--- src/rtl/alu_seq.sv ---
// Sequential ALU: single-cycle ops complete one edge after accept, MUL takes W+1 edges (shift-add).
// Backpressure: ready low while multiplying; a start with ready low is dropped, never queued.
module alu_seq #(
  parameter int W = 8
) (
  input  logic         clk,
  input  logic         rst_n,
  input  logic         start,
  input  logic [W-1:0] A,
  input  logic [W-1:0] B,
  input  logic         c_in,
  input  logic [2:0]   Op,
  output logic         ready,
  output logic         done,
  output logic [W-1:0] R,
  output logic [W-1:0] RH,
  output logic         zero,
  output logic         carry,
  output logic         sign,
  output logic         ovf
);
  localparam int CW = $clog2(W) + 1;
  localparam logic [CW-1:0] LAST = CW'(W - 1);
  localparam logic [2:0] OP_MUL = 3'b011;

  typedef enum logic [1:0] {IDLE, BUSY, DONE} state_t;

  state_t         state_q;
  logic [W-1:0]   a_q;
  logic [2*W-1:0] prod_q;
  logic [CW-1:0]  cnt_q;
  logic           ready_q, done_q, zero_q, carry_q, sign_q, ovf_q;
  logic [W-1:0]   r_q, rh_q;

  logic [W:0]     sum_d;
  logic [W-1:0]   r_d;
  logic           carry_d, ovf_d;
  logic [W:0]     hi_sum_d;
  logic [2*W-1:0] prod_d;

  always_comb begin
    sum_d   = '0;
    r_d     = '0;
    carry_d = 1'b0;
    ovf_d   = 1'b0;
    case (Op)
      3'b000: r_d = A;
      3'b001: begin
        sum_d   = {1'b0, A} + {1'b0, B} + {{W{1'b0}}, c_in};
        r_d     = sum_d[W-1:0];
        carry_d = sum_d[W];
        ovf_d   = (A[W-1] == B[W-1]) && (sum_d[W-1] != A[W-1]);
      end
      3'b010: begin
        sum_d   = {1'b0, A} + {1'b0, ~B} + {{W{1'b0}}, 1'b1};
        r_d     = sum_d[W-1:0];
        carry_d = sum_d[W];
        ovf_d   = (A[W-1] != B[W-1]) && (sum_d[W-1] != A[W-1]);
      end
      3'b100:  r_d = A & B;
      3'b101:  r_d = A | B;
      3'b110:  r_d = A ^ B;
      3'b111:  r_d = ~A;
      default: r_d = '0;
    endcase
  end

  // Multiplier sits in the low half of prod_q; each step adds A to the high half and shifts right.
  always_comb begin
    hi_sum_d = {1'b0, prod_q[2*W-1:W]} + (prod_q[0] ? {1'b0, a_q} : '0);
    prod_d   = {hi_sum_d, prod_q[W-1:1]};
  end

  always_ff @(posedge clk or negedge rst_n) begin
    if (!rst_n) begin
      state_q <= IDLE;
      a_q     <= '0;
      prod_q  <= '0;
      cnt_q   <= '0;
      ready_q <= 1'b1;
      done_q  <= 1'b0;
      r_q     <= '0;
      rh_q    <= '0;
      zero_q  <= 1'b1;
      carry_q <= 1'b0;
      sign_q  <= 1'b0;
      ovf_q   <= 1'b0;
    end else begin
      case (state_q)
        BUSY: begin
          prod_q <= prod_d;
          cnt_q  <= cnt_q + CW'(1);
          if (cnt_q == LAST) begin
            state_q <= DONE;
            ready_q <= 1'b1;
            done_q  <= 1'b1;
            r_q     <= prod_d[W-1:0];
            rh_q    <= prod_d[2*W-1:W];
            zero_q  <= (prod_d == '0);
            carry_q <= (prod_d[2*W-1:W] != '0);
            sign_q  <= prod_d[2*W-1];
            ovf_q   <= 1'b0;
          end
        end
        default: begin
          state_q <= IDLE;
          ready_q <= 1'b1;
          done_q  <= 1'b0;
          if (start) begin
            a_q <= A;
            if (Op == OP_MUL) begin
              state_q <= BUSY;
              ready_q <= 1'b0;
              prod_q  <= {{W{1'b0}}, B};
              cnt_q   <= '0;
            end else begin
              state_q <= DONE;
              done_q  <= 1'b1;
              r_q     <= r_d;
              rh_q    <= '0;
              zero_q  <= (r_d == '0);
              carry_q <= carry_d;
              sign_q  <= r_d[W-1];
              ovf_q   <= ovf_d;
            end
          end
        end
      endcase
    end
  end

  assign ready = ready_q;
  assign done  = done_q;
  assign R     = r_q;
  assign RH    = rh_q;
  assign zero  = zero_q;
  assign carry = carry_q;
  assign sign  = sign_q;
  assign ovf   = ovf_q;
endmodule
--- config.mk ---
export PLATFORM = sky130hd
export DESIGN_NAME = alu_seq
export DESIGN_NICKNAME = d
export VERILOG_FILES = /design/src/rtl/alu_seq.sv
export SDC_FILE = /design/constraint.sdc
export NUM_CORES = 1
export LEC_CHECK = 0
export ABC_CLOCK_PERIOD_IN_PS = 2700
export CELL_PAD_IN_SITES_DETAIL_PLACEMENT = 0
export CELL_PAD_IN_SITES_GLOBAL_PLACEMENT = 2
export CORE_ASPECT_RATIO = 2
export CORE_MARGIN = 2
export CORE_UTILIZATION = 35
export DETAILED_ROUTE_END_ITERATION = 10
export DONT_BUFFER_PORTS = 1
export MAX_ROUTING_LAYER = met4
export PLACE_DENSITY_LB_ADDON = 0.1
export REMOVE_ABC_BUFFERS = 1
export SYNTH_ARGS = -nofsm -noshare
export SYNTH_HDL_FRONTEND = slang
export SYNTH_SLANG_ARGS = --single-unit
--- constraint.sdc ---
create_clock -name clk -period 2.7 [get_ports clk]
set_input_delay 0.54 -clock clk [delete_from_list [all_inputs] [get_ports clk]]
set_output_delay 0.54 -clock clk [all_outputs]
set_load 0.005 [all_outputs]
## Yosys cells after proc, flatten, opt, wreduce, memory -nomap -nowiden

Cells that the tools add are included.

| storage, ports and cells | value |
|---|---|
| register bits after elaboration | 52 |
| input port bits | 23 |
| output and inout bits | 22 |
| logic and storage cells | 94 |

| cells by class | value |
|---|---|
| $add $sub $neg | 6 |
| equal/unequal tests | 15 |
| mux-type cells | 44 |
| bitwise gates (word level) | 6 |
| reductions and logical operators | 11 |

Operator list:

| cell | count |
|---|---|
| 2-to-1 mux 8 bit | 9 |
| case mux 8 bit (7 select lines) | 1 |
| 2-to-1 mux 16 bit | 3 |
| adder 8 x 8 -> 9 bit | 3 |
| 2-to-1 mux 1 bit | 22 |
| logical NOT 16 bit | 1 |
| inverter 8 bit | 2 |
| equality test 3 bit, second input constant | 4 |
| 2-to-1 mux 4 bit | 3 |
| adder 9 x 1 -> 9 bit | 1 |
| adder 9 x 1 -> 9 bit, second input constant | 1 |
| AND 8 bit | 1 |
| logical NOT 8 bit | 1 |
| 2-to-1 mux 2 bit | 4 |
| OR 8 bit | 1 |
| nonzero test 8 bit | 1 |
| XOR 8 bit | 1 |
| equality test 3 x 2 -> 1 bit, second input constant | 2 |
| adder 4 x 1 -> 4 bit, second input constant | 1 |
| equality test 4 x 3 -> 1 bit, second input constant | 1 |
| case mux 1 bit (2 select lines) | 2 |
| AND reduction 2 bit | 2 |
| nonzero test 2 bit | 2 |
| equality test 3 x 1 -> 1 bit, second input constant | 1 |
| 9 further kinds | 12 |

## Logic depth before layout (Yosys ltp)

| logic depth | value |
|---|---|
| depth after elaboration | 9 |
| depth in mapped cells | 11 |
| gate-level depth less buffers | 11 |

## Worst setup path after synthesis

OpenSTA, ideal clock, no wires.

| timing | value |
|---|---|
| kind | register to register |
| start point | reg prod_q[0] |
| end point | reg carry_q, in the netlist carry |
| library setup time | 0.126 ns |
| arrival time | 2.793 ns |
| required time | 2.574 ns |
| path slack | -0.219 ns |
| stages on the path, launching flop included | 11 |
| buffers on the path | 0 |
| clock period less this slack | 2.919 ns |
| path through | dfrtp_1 -> and2_1 -> ha_1 -> inv_1 -> fa_1 -> nand2b_1 -> a21oi_1 -> nor2_1 -> or4_1 -> or4b_1 -> a221o_1 |

| on the way | value |
|---|---|
| cells in the longest elaborated chain, start to end | 5 |

RTL lines:

| item | line | RTL |
|---|---|---|
| start: declaration | 30 | `logic [2*W-1:0] prod_q;` |
| start signal: assignment | 91 | `prod_q <= prod_d;` |
| start signal: assignment | 114 | `prod_q <= {{W{1'b0}}, B};` |
| 2-to-1 mux 8 bit | 70 | `hi_sum_d = {1'b0, prod_q[2*W-1:W]} + (prod_q[0] ? {1'b0, a_q} : '0);` |
| adder 8 x 8 -> 9 bit | 70 |  |
| nonzero test 8 bit | 100 | `carry_q <= (prod_d[2*W-1:W] != '0);` |
| 2-to-1 mux 1 bit | 93 | `if (cnt_q == LAST) begin` |
| 2-to-1 mux 1 bit | 89 | `case (state_q)` |
| end signal: assignment | 100 |  |
| end signal: assignment | 122 | `carry_q <= carry_d;` |
| end: declaration | 32 | `logic ready_q, done_q, zero_q, carry_q, sign_q, ovf_q;` |

Every way passes these cells. The select of a mux whose other input is x is not followed.
A chain may end at the register's enable or synchronous reset.

## Worst setup path in the final report

Ends and elaborated chain as after synthesis.

==> results.tsv <==
metric	value	unit
status	finished with violations	
violations	setup timing	
cp_slowest_stage_delay	0.54	ns
rows	53	
async_flop_share	100.0	%
die_h	151.1	µm
wl_per_cell	19.15	µm
numCtsBuffers	5	
ant_nets	0	
port_buffers	0	
synthCells	440	
layout_setup_ws	-0.2145	ns
max-slew-margin-rel	45.24	%
diodes	0	
grt_first_pass_wirelength	18820	µm
cts_sinks	51	
met3_usage	2.205	%
clk_pin_slew	0.07	ns
place.gp.congestion	0.8537	
vias_per_cell	5.472	
synth-simple-area-share	18.86	%
critical_path.top_delay_family	simple AND/OR/NAND/NOR gates	
cts_tree	done	
crit_buf_inv	1	
busiest_layer	met2	
grt-ovfl-total	0	
yosysTopAreaCellShare	32.36	%
area.growth.synth_to_final	23.61	%
drive_gt1_share	21.95	%
finalMaxSlewViolations	0	
clock_skew	0.008880	ns
p_total	3081	µW
yosysUniqueCellTypes	65	
critical_path_class	flop to flop	
setup_viol_count_final	2	
dpl_cell_area	4339	µm²
power.density	657.9	nW/µm²
yosysMostFrequentCell	nand2_1	
synth_edf_count	0	
grt_pass1_vias	3562	
path_max_fanout	4	
use_met1	19.81	%
arrival	3.10	ns
p_comb_share	40.9	%
h-tree-depth	2	
synth_top_family_by_area	compound AO/OA/AOI/OAI gates	
start_util	35.93	%
power_frac_seq	35.4	%
clk_latency	0.30	ns
grt_setup_unrepaired	yes	
worstSetupStartpointType	flop	
synth.area.mux_share	3.501	%
crit_chain	and2_4 > ha_4 > buf_6 > a211oi_4 > o21bai_2 > a21oi_2 > xnor2_2 > or4_4 > or4b_4 > a221o_1	
first_iter_violations	89	
core	10540	µm²
maxCapViolCount	0	
period_needed	2.915	ns
ys_warn_count	0	
drt_wl_total	12050	µm
fin_hold_ws	0.08344	ns
hold_viol	0	
io_pins	45	
root_buffer	clkbuf_16	
drc_errors	0	
p_sw_share	34.39	%
die_w	77.57	µm
final_cell_area	4683	µm²
synthTopCellsByCount	nand2_1, dfrtp_1, nor2_1	
endpoint_kind	flop	
power_switching	1060	µW
ys.flop_type	dfrtp_1	
postLayoutCoreUtil	44.42	%
ys_seq_elements	51	
drt-pass1-iter-count	4	
synth_compound_area_share	23.38	%
p_clk_share	23.7	%
peakVddDrop	515.8	µV
antenna_found_initial	0	
nNetsFinal	552	
synth_xor_area_share	1.618	%
netlist_top_cells_area	dfrtp_1, ha_1, nand2_1	
die_area	11720	µm²
grt_start_max_net_pins	50	
vias	3442	
grtUsageTotal	21.90	%
period_share	107.9	%
yosysTopAreaCell	dfrtp_1	
setup_tns	-0.2699	ns
worst_pin_slew	0.8214	ns
syn_avg_cell_area	8.611	µm²
gr-usage-met2	45.35	%
synth_seq_area_share	33.75	%
p_int	2021	µW
hp-class	primary input to asynchronous set/reset pin	
synth_fa_ha_area_share	13.34	%
dpl.hpwl	9685	µm
critPathSlowestCell	or4_4	
fmax	343.1	MHz
power.leakage	0.002171	µW
critPathRequiredTime	2.88	ns
netlist_area	3789	µm²
clk_path_buf_depth	2	
[flip-flops by register name, indices dropped and copies added, names as in the netlist, 4 cells and up]
register  count
cnt_q         4
R             8
a_q           8
RH            8
prod_q       16
[per-stage QoR]
| step | instances | setup slack, ns |
|---|---|---|
| after floorplan | 419 | -0.2190 |
| after global placement | 617 | -0.3100 |
| after detailed placement | 617 | -0.3679 |
| after CTS | 628 | -0.2080 |
| after global routing | 629 | -0.2863 |
| final | 629 | -0.2145 |
[worst reg2reg max path, stage by stage (launching register included)]
cell and delay [ns]:
dfrtp_1 0.41, and2_4 0.16, ha_4 0.15, buf_6 0.11, a211oi_4 0.22, o21bai_2 0.13, a21oi_2 0.18, xnor2_2 0.09
or4_4 0.54, or4b_4 0.50, a221o_1 0.30
[layer usage]
layer	vias to the layer above	part of all wire, %
met5	-	0
li1	1669	-
met3	17	2.4
met4	0	2.7
met1	1687	34
met2	69	61
[path summary, 6_finish.rpt]
kind | from | to | slack, ns | depth (start not counted)
setup / recovery | prod_q[0] | carry | -0.21 | 10
setup reg to reg | prod_q[0] | carry | -0.21 | 10
hold / removal | rst_n | zero | 0.08 | 0
min in group clk | A[5] | a_q[5] | 0.46 | 2
max in group asynchronous | rst_n | cnt_q[0] | 2.38 | 1
hold reg to reg | ready | ready | 0.47 | 2
[logic make-up (layout without fill, tap and decap cells)]
family | count (synthesis) | count (layout)
XOR/XNOR | 7 | 7
AND/OR/NAND/NOR | 148 | 148
flip-flops | 51 | 51
buffers and inverters | 56 | 108
adder cells (fa/ha/maj) | 38 | 38
AO/OA/AOI/OAI | 133 | 133
multiplexers | 7 | 7
[final cells by class]
class	instances	area [µm²]
clock buffer	5	125.1
clock inverter	3	43.79
fill	1083	5861
inverter	35	131.4
multi-input combinational	333	2417
sequential	51	1279
tap	137	171.4
timing repair buffer	65	515.5
[power by group through the flow]
stage | Clock [µW] | Combinational (µW) | Sequential (µW)
floorplan | 0 | 639 | 1040
CTS | 742 | 1200 | 1090
global route | 764 | 1400 | 1120
global placement | 0 | 1060 | 1090
detailed placement | 0 | 1070 | 1090
finish | 731 | 1260 | 1090
[timing repair]
item / CTS / global route
gates resized for setup: 12 / 11
pin swaps: 6 / 5
endpoints found under the setup margin: 2 / 2
hold endpoints to repair: 49 / 0
hold buffers: 1 / 0
buffers inserted: 2 / 1
[cells in the final DEF, fill, tap and decap left out, types with 5 or more instances in the layout]
cell / Yosys / routed
nand3_1: 7 / 7
a21o_1: 5 / 5
mux4_2: 5 / 5
ha_1: 34 / 29
clkbuf_16: 0 / 5
nor2b_1: 7 / 7
nand2_1: 50 / 50
nor3_1: 9 / 9
a21oi_1: 30 / 29
and2_1: 8 / 6
ha_4: 0 / 5
nor2_1: 39 / 39
buf_4: 0 / 62
dfrtp_1: 49 / 49
a22o_1: 7 / 7
o21ai_0: 36 / 36
inv_1: 34 / 33
a22oi_1: 5 / 5
o211ai_1: 5 / 5
(Power assumes the default switching activity.)
